### src/rtl/timer_display_driver.sv
// Four-digit common-anode 7-segment driver for the count-down timer.
// Scans snapshotted BCD digits, blanks leading zeros, drives DPs and blinks when done.
module timer_display_driver #(
    parameter int unsigned REFRESH_DIV = 2500,
    parameter int unsigned BLINK_DIV   = 2500000
) (
    input  logic       clk,
    input  logic       reset,
    input  logic [3:0] digit3,
    input  logic [3:0] digit2,
    input  logic [3:0] digit1,
    input  logic [3:0] digit0,
    input  logic [3:0] dp_mask,
    input  logic       blank_lz,
    input  logic       blink_en,
    output logic [3:0] an,
    output logic [7:0] seg
);

    localparam int unsigned REF_W = $clog2(REFRESH_DIV);
    localparam int unsigned BLK_W = $clog2(BLINK_DIV);
    localparam logic [REF_W-1:0] REF_LAST = REF_W'(REFRESH_DIV - 1);
    localparam logic [BLK_W-1:0] BLK_LAST = BLK_W'(BLINK_DIV - 1);

    typedef enum logic {INIT, SCAN} state_t;

    typedef struct packed {
        logic [3:0] d3;
        logic [3:0] d2;
        logic [3:0] d1;
        logic [3:0] d0;
        logic [3:0] dp;
        logic       blz;
    } snap_t;

    state_t           state_q, state_d;
    logic [REF_W-1:0] ref_cnt_q, ref_cnt_d;
    logic [1:0]       idx_q, idx_d;
    logic [BLK_W-1:0] blink_cnt_q, blink_cnt_d;
    logic             phase_on_q, phase_on_d;
    snap_t            snap_q, snap_d;
    logic [3:0]       an_q, an_d;
    logic [7:0]       seg_q, seg_d;

    snap_t            live_c;
    logic [3:0]       cur_digit_c;
    logic             blank3_c, blank2_c, blank1_c, cur_blank_c;
    logic [6:0]       glyph_c;

    // g..a active low; non-BCD codes render as a dash
    function automatic logic [6:0] bcd_to_seg(input logic [3:0] bcd);
        logic [6:0] s;
        case (bcd)
            4'd0:    s = 7'b1000000;
            4'd1:    s = 7'b1111001;
            4'd2:    s = 7'b0100100;
            4'd3:    s = 7'b0110000;
            4'd4:    s = 7'b0011001;
            4'd5:    s = 7'b0010010;
            4'd6:    s = 7'b0000010;
            4'd7:    s = 7'b1111000;
            4'd8:    s = 7'b0000000;
            4'd9:    s = 7'b0010000;
            default: s = 7'b0111111;
        endcase
        return s;
    endfunction

    assign live_c = '{d3: digit3, d2: digit2, d1: digit1, d0: digit0,
                      dp: dp_mask, blz: blank_lz};

    // Blanking cascades from the leftmost digit; digit0 always shows
    always_comb begin
        blank3_c = snap_q.blz && (snap_q.d3 == 4'd0);
        blank2_c = blank3_c && (snap_q.d2 == 4'd0);
        blank1_c = blank2_c && (snap_q.d1 == 4'd0);
        case (idx_q)
            2'd0:    begin cur_digit_c = snap_q.d0; cur_blank_c = 1'b0;     end
            2'd1:    begin cur_digit_c = snap_q.d1; cur_blank_c = blank1_c; end
            2'd2:    begin cur_digit_c = snap_q.d2; cur_blank_c = blank2_c; end
            default: begin cur_digit_c = snap_q.d3; cur_blank_c = blank3_c; end
        endcase
        glyph_c = cur_blank_c ? 7'h7F : bcd_to_seg(cur_digit_c);
    end

    always_comb begin
        state_d     = state_q;
        ref_cnt_d   = ref_cnt_q;
        idx_d       = idx_q;
        snap_d      = snap_q;
        blink_cnt_d = blink_cnt_q;
        phase_on_d  = phase_on_q;
        an_d        = 4'hF;
        seg_d       = 8'hFF;

        case (state_q)
            INIT: begin
                snap_d  = live_c;
                state_d = SCAN;
            end
            default: begin
                if (ref_cnt_q == REF_LAST) begin
                    ref_cnt_d = '0;
                    idx_d     = idx_q + 2'd1;
                    // Snapshot only at the frame boundary so a frame is never torn
                    if (idx_q == 2'd3) begin
                        snap_d = live_c;
                    end
                end else begin
                    ref_cnt_d = ref_cnt_q + REF_W'(1);
                end
                an_d  = 4'hF ^ (4'(1) << idx_q);
                seg_d = {~snap_q.dp[idx_q], glyph_c};
            end
        endcase

        if (!blink_en) begin
            blink_cnt_d = '0;
            phase_on_d  = 1'b1;
        end else if (blink_cnt_q == BLK_LAST) begin
            blink_cnt_d = '0;
            phase_on_d  = ~phase_on_q;
        end else begin
            blink_cnt_d = blink_cnt_q + BLK_W'(1);
        end

        // Off phase only masks the outputs; scanning keeps running underneath
        if (blink_en && !phase_on_q) begin
            an_d  = 4'hF;
            seg_d = 8'hFF;
        end
    end

    always_ff @(posedge clk or posedge reset) begin
        if (reset) begin
            state_q     <= INIT;
            ref_cnt_q   <= '0;
            idx_q       <= '0;
            snap_q      <= '0;
            blink_cnt_q <= '0;
            phase_on_q  <= 1'b1;
            an_q        <= 4'hF;
            seg_q       <= 8'hFF;
        end else begin
            state_q     <= state_d;
            ref_cnt_q   <= ref_cnt_d;
            idx_q       <= idx_d;
            snap_q      <= snap_d;
            blink_cnt_q <= blink_cnt_d;
            phase_on_q  <= phase_on_d;
            an_q        <= an_d;
            seg_q       <= seg_d;
        end
    end

    assign an  = an_q;
    assign seg = seg_q;

endmodule

### config.mk
export PLATFORM = sky130hd
export DESIGN_NAME = timer_display_driver
export DESIGN_NICKNAME = d
export VERILOG_FILES = /design/src/rtl/timer_display_driver.sv
export SDC_FILE = /design/constraint.sdc
export NUM_CORES = 1
export LEC_CHECK = 0
export CAP_MARGIN = 5
export CORE_MARGIN = 3
export CORE_UTILIZATION = 45
export DETAILED_ROUTE_END_ITERATION = 8
export PLACE_DENSITY = 0.66
export SLEW_MARGIN = 20
export SYNTH_ARGS = -nofsm -noshare
export SYNTH_HDL_FRONTEND = slang
export SYNTH_SLANG_ARGS = --single-unit
export TNS_END_PERCENT = 10
### constraint.sdc
create_clock -name clk -period 3.26 [get_ports clk]
set_input_delay 0.815 -clock clk [delete_from_list [all_inputs] [get_ports clk]]
set_output_delay 0.815 -clock clk [all_outputs]
set_load 0.01 [all_outputs]
==> reports/summary.txt, run 1 <==
Status - finished, final reports clean
Register area share after synthesis - 52.8%
WS Path Type - reg -> reg
Synthesized-area fraction occupied by xor and xnor cells - 7.99%
Row cnt - 31
Skew final - 0.00603 ns
Mapped Cells - 293
Routed vias/inst - 5.14
Placed inst area - 0.00387 mm²
Post-synth EDFFs - 0
Area of the die - 0.00863 mm²
Highest clock rate - 415 MHz
DRT iter0 DRCs - 123
Finish-stage setup viols - 0
Final Non-Filler Cells - 442
M1 GR Usage - 21.7%
CTS Sinks - 71
Switching Share - 25.8%
# placed instances - 426
CTS tree - yes
Hold-fix buffers at CTS - 0
Share of post-route cells with drive strength above 1 - 16.9%
GR peak layer - met2
Setup Fix Bufs, Post-CTS - 0
Grt met2 use - 23.9%
Largest family of logic cells by synthesized area - simple AND/OR/NAND/NOR gates
PD cells - 471 mW/mm²
Largest cells by area after synthesis - dfrtp_1, dfstp_2, mux2_4
H-Tree Level Count - 3
Slowest cell on crit path - nand2b_1
Tmin final - 2.41 ns
Leak - 1.75 nW
DP Wirelength - 4.45 mm
Max_cap viols - 0
Final ANT Viol Nets - 0
IO Count - 36
Die Width - 92.9 µm
Async set-reset flop share out of synthesis - 100%
Worst slack at placement - 0.910 ns
Buffer depth of the longest clock path - 2
Post-synthesis compound-gate area fraction - 5.04%
Die Y - 92.9 µm
DR DRC count - 0
PortBufs - 35
Vias - 2270
CTS root buf - clkbuf_8
Crit path buffers/inverters - 0
Initial Util - 46.6%
Layout fillers - 654
Final period utilization - 73.9%
Yosys reg bits - 71
Final wirelength - 6.38 mm
Hold WC Path Type - reg -> reg
Final core utilization - 55.3%
CP max stage delay - 0.63 ns
Comb power frac - 13.6%
Crit path cell chain - ha_1 -> nand4_1 -> nor4b_1 -> and4_1 -> nand2b_1 -> nor2_1
Ys flop type - dfrtp_1
Ys Warns - 0
Placer Congestion - 0.794
Relative slew slack - 46.6%
Synth unique cells - 39
Mapped Avg Cell Area - 11.6 µm²
Core area - 0.00729 mm²
Crit path DAT - 2.59 ns
Synth Area in Adders - 3.31%
Mapped Nets - 326
WL/cell - 14.4 µm
Clk pin slew, worst setup/hold paths - 0.07 ns
Power Total - 1.90 mW
Least-Margin Pin Slew - 0.793 ns
Largest net degree at the start of global routing - 40
Critical Path RT - 3.44 ns
CP endpoint kind - register
Power share of the sequential group - 54.9%
Post-synth top area cell - dfrtp_1
Number of global-route vias before repair - 2172
Final Cell Area - 0.00403 mm²
Area Overhead vs Synth - 18.7%
Crit path setup slack, layout - 0.850 ns
Num CTS Buffers - 9
Hold slack - 0.483 ns
Ant diodes - 0
First-pass GRT wire length - 10.6 mm
Crit-path max FO - 21
Switch Pwr - 489 µW
Clock Power Share - 31.5%
RSZ-0062 raised after global routing - no
Share of the synthesized area in the top cell type - 42.7%
Power Internal - 1.41 mW
Grt ovf - 0
Crit-path leading delay family - simple AND/OR/NAND/NOR gates
Nets - 371
Post-synthesis mux area share - 11.7%
GR Util All Layers - 16.0%
Synthesized area - 0.00340 mm²
Synth Area in Simple Gates - 16.0%
Final hold vios - 0
Initial antenna violation count - 0
Peak supply drop - 0.260 mV
Met3 Usage GRT - 4.71%
Fin. max-slew vios - 0
Later-pin clock latency in the skew report - 0.34 ns
Cts repair resizes - 0
TNS Setup - 0 ns
Worst setup SP type - register
DRT Pass-1 Iters - 4
-- registers in the layout, indices dropped and copies added (netlist names) --
signal and flops:
an 4, blink_cnt_q 22, idx_q 2, phase_on_q 1, ref_cnt_q 12, seg 8, snap_q 21, state_q 1
-- logic make-up after synthesis --
group,count (synthesis)
multiplexers,28
buffers and inverters,24
XOR/XNOR,31
other,1
AO/OA/AOI/OAI,25
AND/OR/NAND/NOR,104
flip-flops,71
adder cells (fa/ha/maj),9
-- power groups by stage --
stage	combinational (mW)	clock [mW]	sequential, mW
after CTS	0.262	0.622	1.04
final	0.259	0.598	1.04
after floorplan	0.175	0	1.04
after global placement	0.255	0	1.05
after global routing	0.292	0.667	1.05
after detailed placement	0.261	0	1.06
-- Yosys cell counts, types with 2 or more instances --
cell type,instances
mux2_4,20
buf_6,2
nand2_1,19
and3_1,4
nand3_1,14
mux2_2,4
a21boi_0,2
nor3_1,7
mux2i_1,3
nor4b_1,4
dfrtp_1,58
xnor2_1,18
nor4_1,4
and2_1,3
nand2b_1,2
nor2_1,30
nor3b_1,2
clkbuf_1,4
dfstp_2,13
xor2_1,13
inv_1,18
ha_1,9
a21o_1,2
a222oi_1,4
o21ai_0,6
nand4_1,10
a21oi_1,6
-- cell type report --
cell class | count | area, µm² | area share (%)
repair buffers | 40 | 388 | 9.62
clock inverters | 1 | 5.00 | 0.124
well taps | 99 | 124 | 3.07
flip-flops and latches | 71 | 1790 | 44.4
multi-input cells | 198 | 1500 | 37.2
inverters | 18 | 67.6 | 1.67
clock buffers | 15 | 156 | 3.88
-- final timing paths --
| kind | startpoint | end | slack [ns] | cells past startpoint |
|---|---|---|---|---|
| max in group asynchronous | reset | an[2]$_DFF_PP1_ | 1.71 | 3 |
| min in group asynchronous | reset | blink_cnt_q[15]$_DFF_PP0_ | 0.74 | 2 |
| min reg2reg | ref_cnt_q[9]$_DFFE_PP0P_ | ref_cnt_q[9]$_DFFE_PP0P_ | 0.48 | 1 |
| max | blink_cnt_q[0]$_DFF_PP0_ | blink_cnt_q[16]$_DFF_PP0_ | 0.85 | 6 |
| min | ref_cnt_q[9]$_DFFE_PP0P_ | ref_cnt_q[9]$_DFFE_PP0P_ | 0.48 | 1 |
| max reg2reg | blink_cnt_q[0]$_DFF_PP0_ | blink_cnt_q[16]$_DFF_PP0_ | 0.85 | 6 |
-- cells in the final DEF, fill, tap and decap left out, types with 2 or more instances in the layout --
cell and count:
clkbuf_8 10, xnor2_1 18, a21o_1 2, nor2_1 30
nor4b_1 4, and3_1 4, xor2_1 13, clkdlybuf4s50_1 35
o21ai_0 6, inv_1 17, dfstp_2 13, a21oi_1 6
a222oi_1 4, nand4_1 10, nand2b_1 2, mux2_2 4
nor3_1 7, nand3_1 14, clkbuf_1 5, mux2_4 20
a21boi_0 2, nor4_1 4, mux2i_1 3, ha_1 9
and2_1 3, nand2_1 19, nor3b_1 2, buf_4 5
dfrtp_1 58
-- metal layers --
layer  up-vias  wire, µm
met5         -         0
met4         0       105
met3         9       327
met2        48      2940
met1      1114      3000
li1       1099         -
No activity file was read; power rests on OpenSTA's default activity.
==> inputs of run 2 (changes only) <==
Settings changed: PLACE_DENSITY 0.66 to 0.68.
Clock period 3.26 ns to 2.2 ns, I/O delays scaled along.
==> reports/summary.txt, run 2 (same netlist as run 1, synthesis figures left out) <==
DP Wirelength - 4.41 mm
RSZ-0062 raised after global routing - no
Final ANT Viol Nets - 0
Nets - 377
Tmin final - 2.05 ns
Num CTS Buffers - 9
DRT Pass-1 Iters - 4
GR Util All Layers - 15.9%
Crit path DAT - 2.27 ns
H-Tree Level Count - 3
Hold WC Path Type - reg -> reg
First-pass GRT wire length - 10.9 mm
Leak - 1.79 nW
Flop2flop setup slack - 0.15 ns
TNS Setup - 0 ns
Hold-fix buffers at CTS - 0
Largest registers - blink_cnt_q x22, snap_q x21, ref_cnt_q x12
Register name with the most flops - blink_cnt_q
Die Width - 92.9 µm
Number of global-route vias before repair - 2297
DRT iter0 DRCs - 119
CTS Sinks - 71
Crit-path max FO - 21
Row cnt - 31
Commonest non-fill, non-tap cell in the layout - dfrtp_1
Max_cap viols - 0
Max reg flops - 22
Final hold vios - 0
WL/cell - 14.0 µm
IO Count - 36
Fin. max-slew vios - 0
Final wirelength - 6.29 mm
Initial Util - 46.6%
CTS root buf - clkbuf_8
Status - finished, final reports clean
WS Path Type - reg -> reg
Grt ovf - 0
Area of the die - 0.00863 mm²
DR DRC count - 0
Routed vias/inst - 5.07
Peak supply drop - 0.391 mV
Vias - 2270
CP endpoint kind - register
Area Overhead vs Synth - 21.7%
Critical Path RT - 2.42 ns
Final period utilization - 93.2%
Skew final - 0.00656 ns
Placer Congestion - 0.803
Share of post-route cells with drive strength above 1 - 20.6%
Initial antenna violation count - 0
Worst setup SP type - register
Ant diodes - 0
PortBufs - 35
Later-pin clock latency in the skew report - 0.33 ns
Most frequent cells in the layout - dfrtp_1, clkdlybuf4s50_1, nor2_1
Worst slack at placement - 0.0402 ns
Die Y - 92.9 µm
PD cells - 693 mW/mm²
Clk pin slew, worst setup/hold paths - 0.07 ns
CTS tree - yes
Hold slack - 0.485 ns
Buffer depth of the longest clock path - 2
Finish-stage setup viols - 0
Highest clock rate - 488 MHz
Largest net degree at the start of global routing - 72
Power Total - 2.87 mW
Crit path setup slack, layout - 0.150 ns
Core area - 0.00729 mm²
run 2: cell types whose count changed in the layout (fill, tap and decap cells not counted), moves of 2 or more:
cell,before,now
ha_2,0,2
ha_1,9,7
dfrtp_1,58,56
buf_12,0,2
buf_4,5,9
dfrtp_2,0,2
mux2i_1,3,1
mux2i_2,0,2
run 2: path summary, 6_finish.rpt:
kind / from / endpoint / cells past startpoint
worst min-delay path: ref_cnt_q[9]$_DFFE_PP0P_ / ref_cnt_q[9]$_DFFE_PP0P_ / 1
worst min register to register: ref_cnt_q[9]$_DFFE_PP0P_ / ref_cnt_q[9]$_DFFE_PP0P_ / 1
worst max-delay path: ref_cnt_q[3]$_DFFE_PP0P_ / snap_q[14]$_DFFE_PP0P_ / 5
min in group asynchronous: reset / snap_q[4]$_DFFE_PP0P_ / 3
max in group asynchronous: reset / seg[5]$_DFF_PP1_ / 3
worst max register to register: ref_cnt_q[3]$_DFFE_PP0P_ / snap_q[14]$_DFFE_PP0P_ / 5
run 2: per-layer routing:
metal	share of wire [%]	vias to the layer above	GRT usage [%]
met3	4.0	6	3.49
met1	49	1103	22.3
met2	46	49	24.2
met5	0	-	0
li1	-	1112	-
met4	0.89	0	5.98
run 2: per-stage QoR:
step	cell area (µm²)	utilization, %	cells
after floorplan	3400	-	293
after global placement	3940	54.0	431
after detailed placement	3940	54.0	431
after CTS	4110	56.4	447
after global routing	4140	56.7	448
final	4140	56.7	448
run 2: area by class of cell:
type,instances,area [µm²]
Clock inverter,1,5.00
Clock buffer,15,166
Timing Repair Buffer,46,458
Sequential cell,71,1800
Fill cell,637,3160
Multi-Input combinational cell,198,1520
Tap cell,99,124
Inverter,18,71.3
run 2: critical path, cell delays in order (launching register included):
cell	delay (ns)
dfrtp_1	0.42
or4b_4	0.57
nor4_4	0.32
a21boi_2	0.12
buf_12	0.20
mux2_4	0.30
run 2: power breakdown:
part / leakage [nW] / total (mW) / switching (mW) / internal [mW]
registers: 0.881 / 1.55 / 0.118 / 1.43
clock network: 0.0877 / 0.917 / 0.445 / 0.472
logic: 0.826 / 0.400 / 0.172 / 0.228
run 2: what timing repair did:
| item | 4_1_cts | 5_1_grt |
|---|---|---|
| resized for setup | 0 | 7 |
| endpoints found under the setup margin | 0 | 4 |
| setup buffers | 0 | 1 |
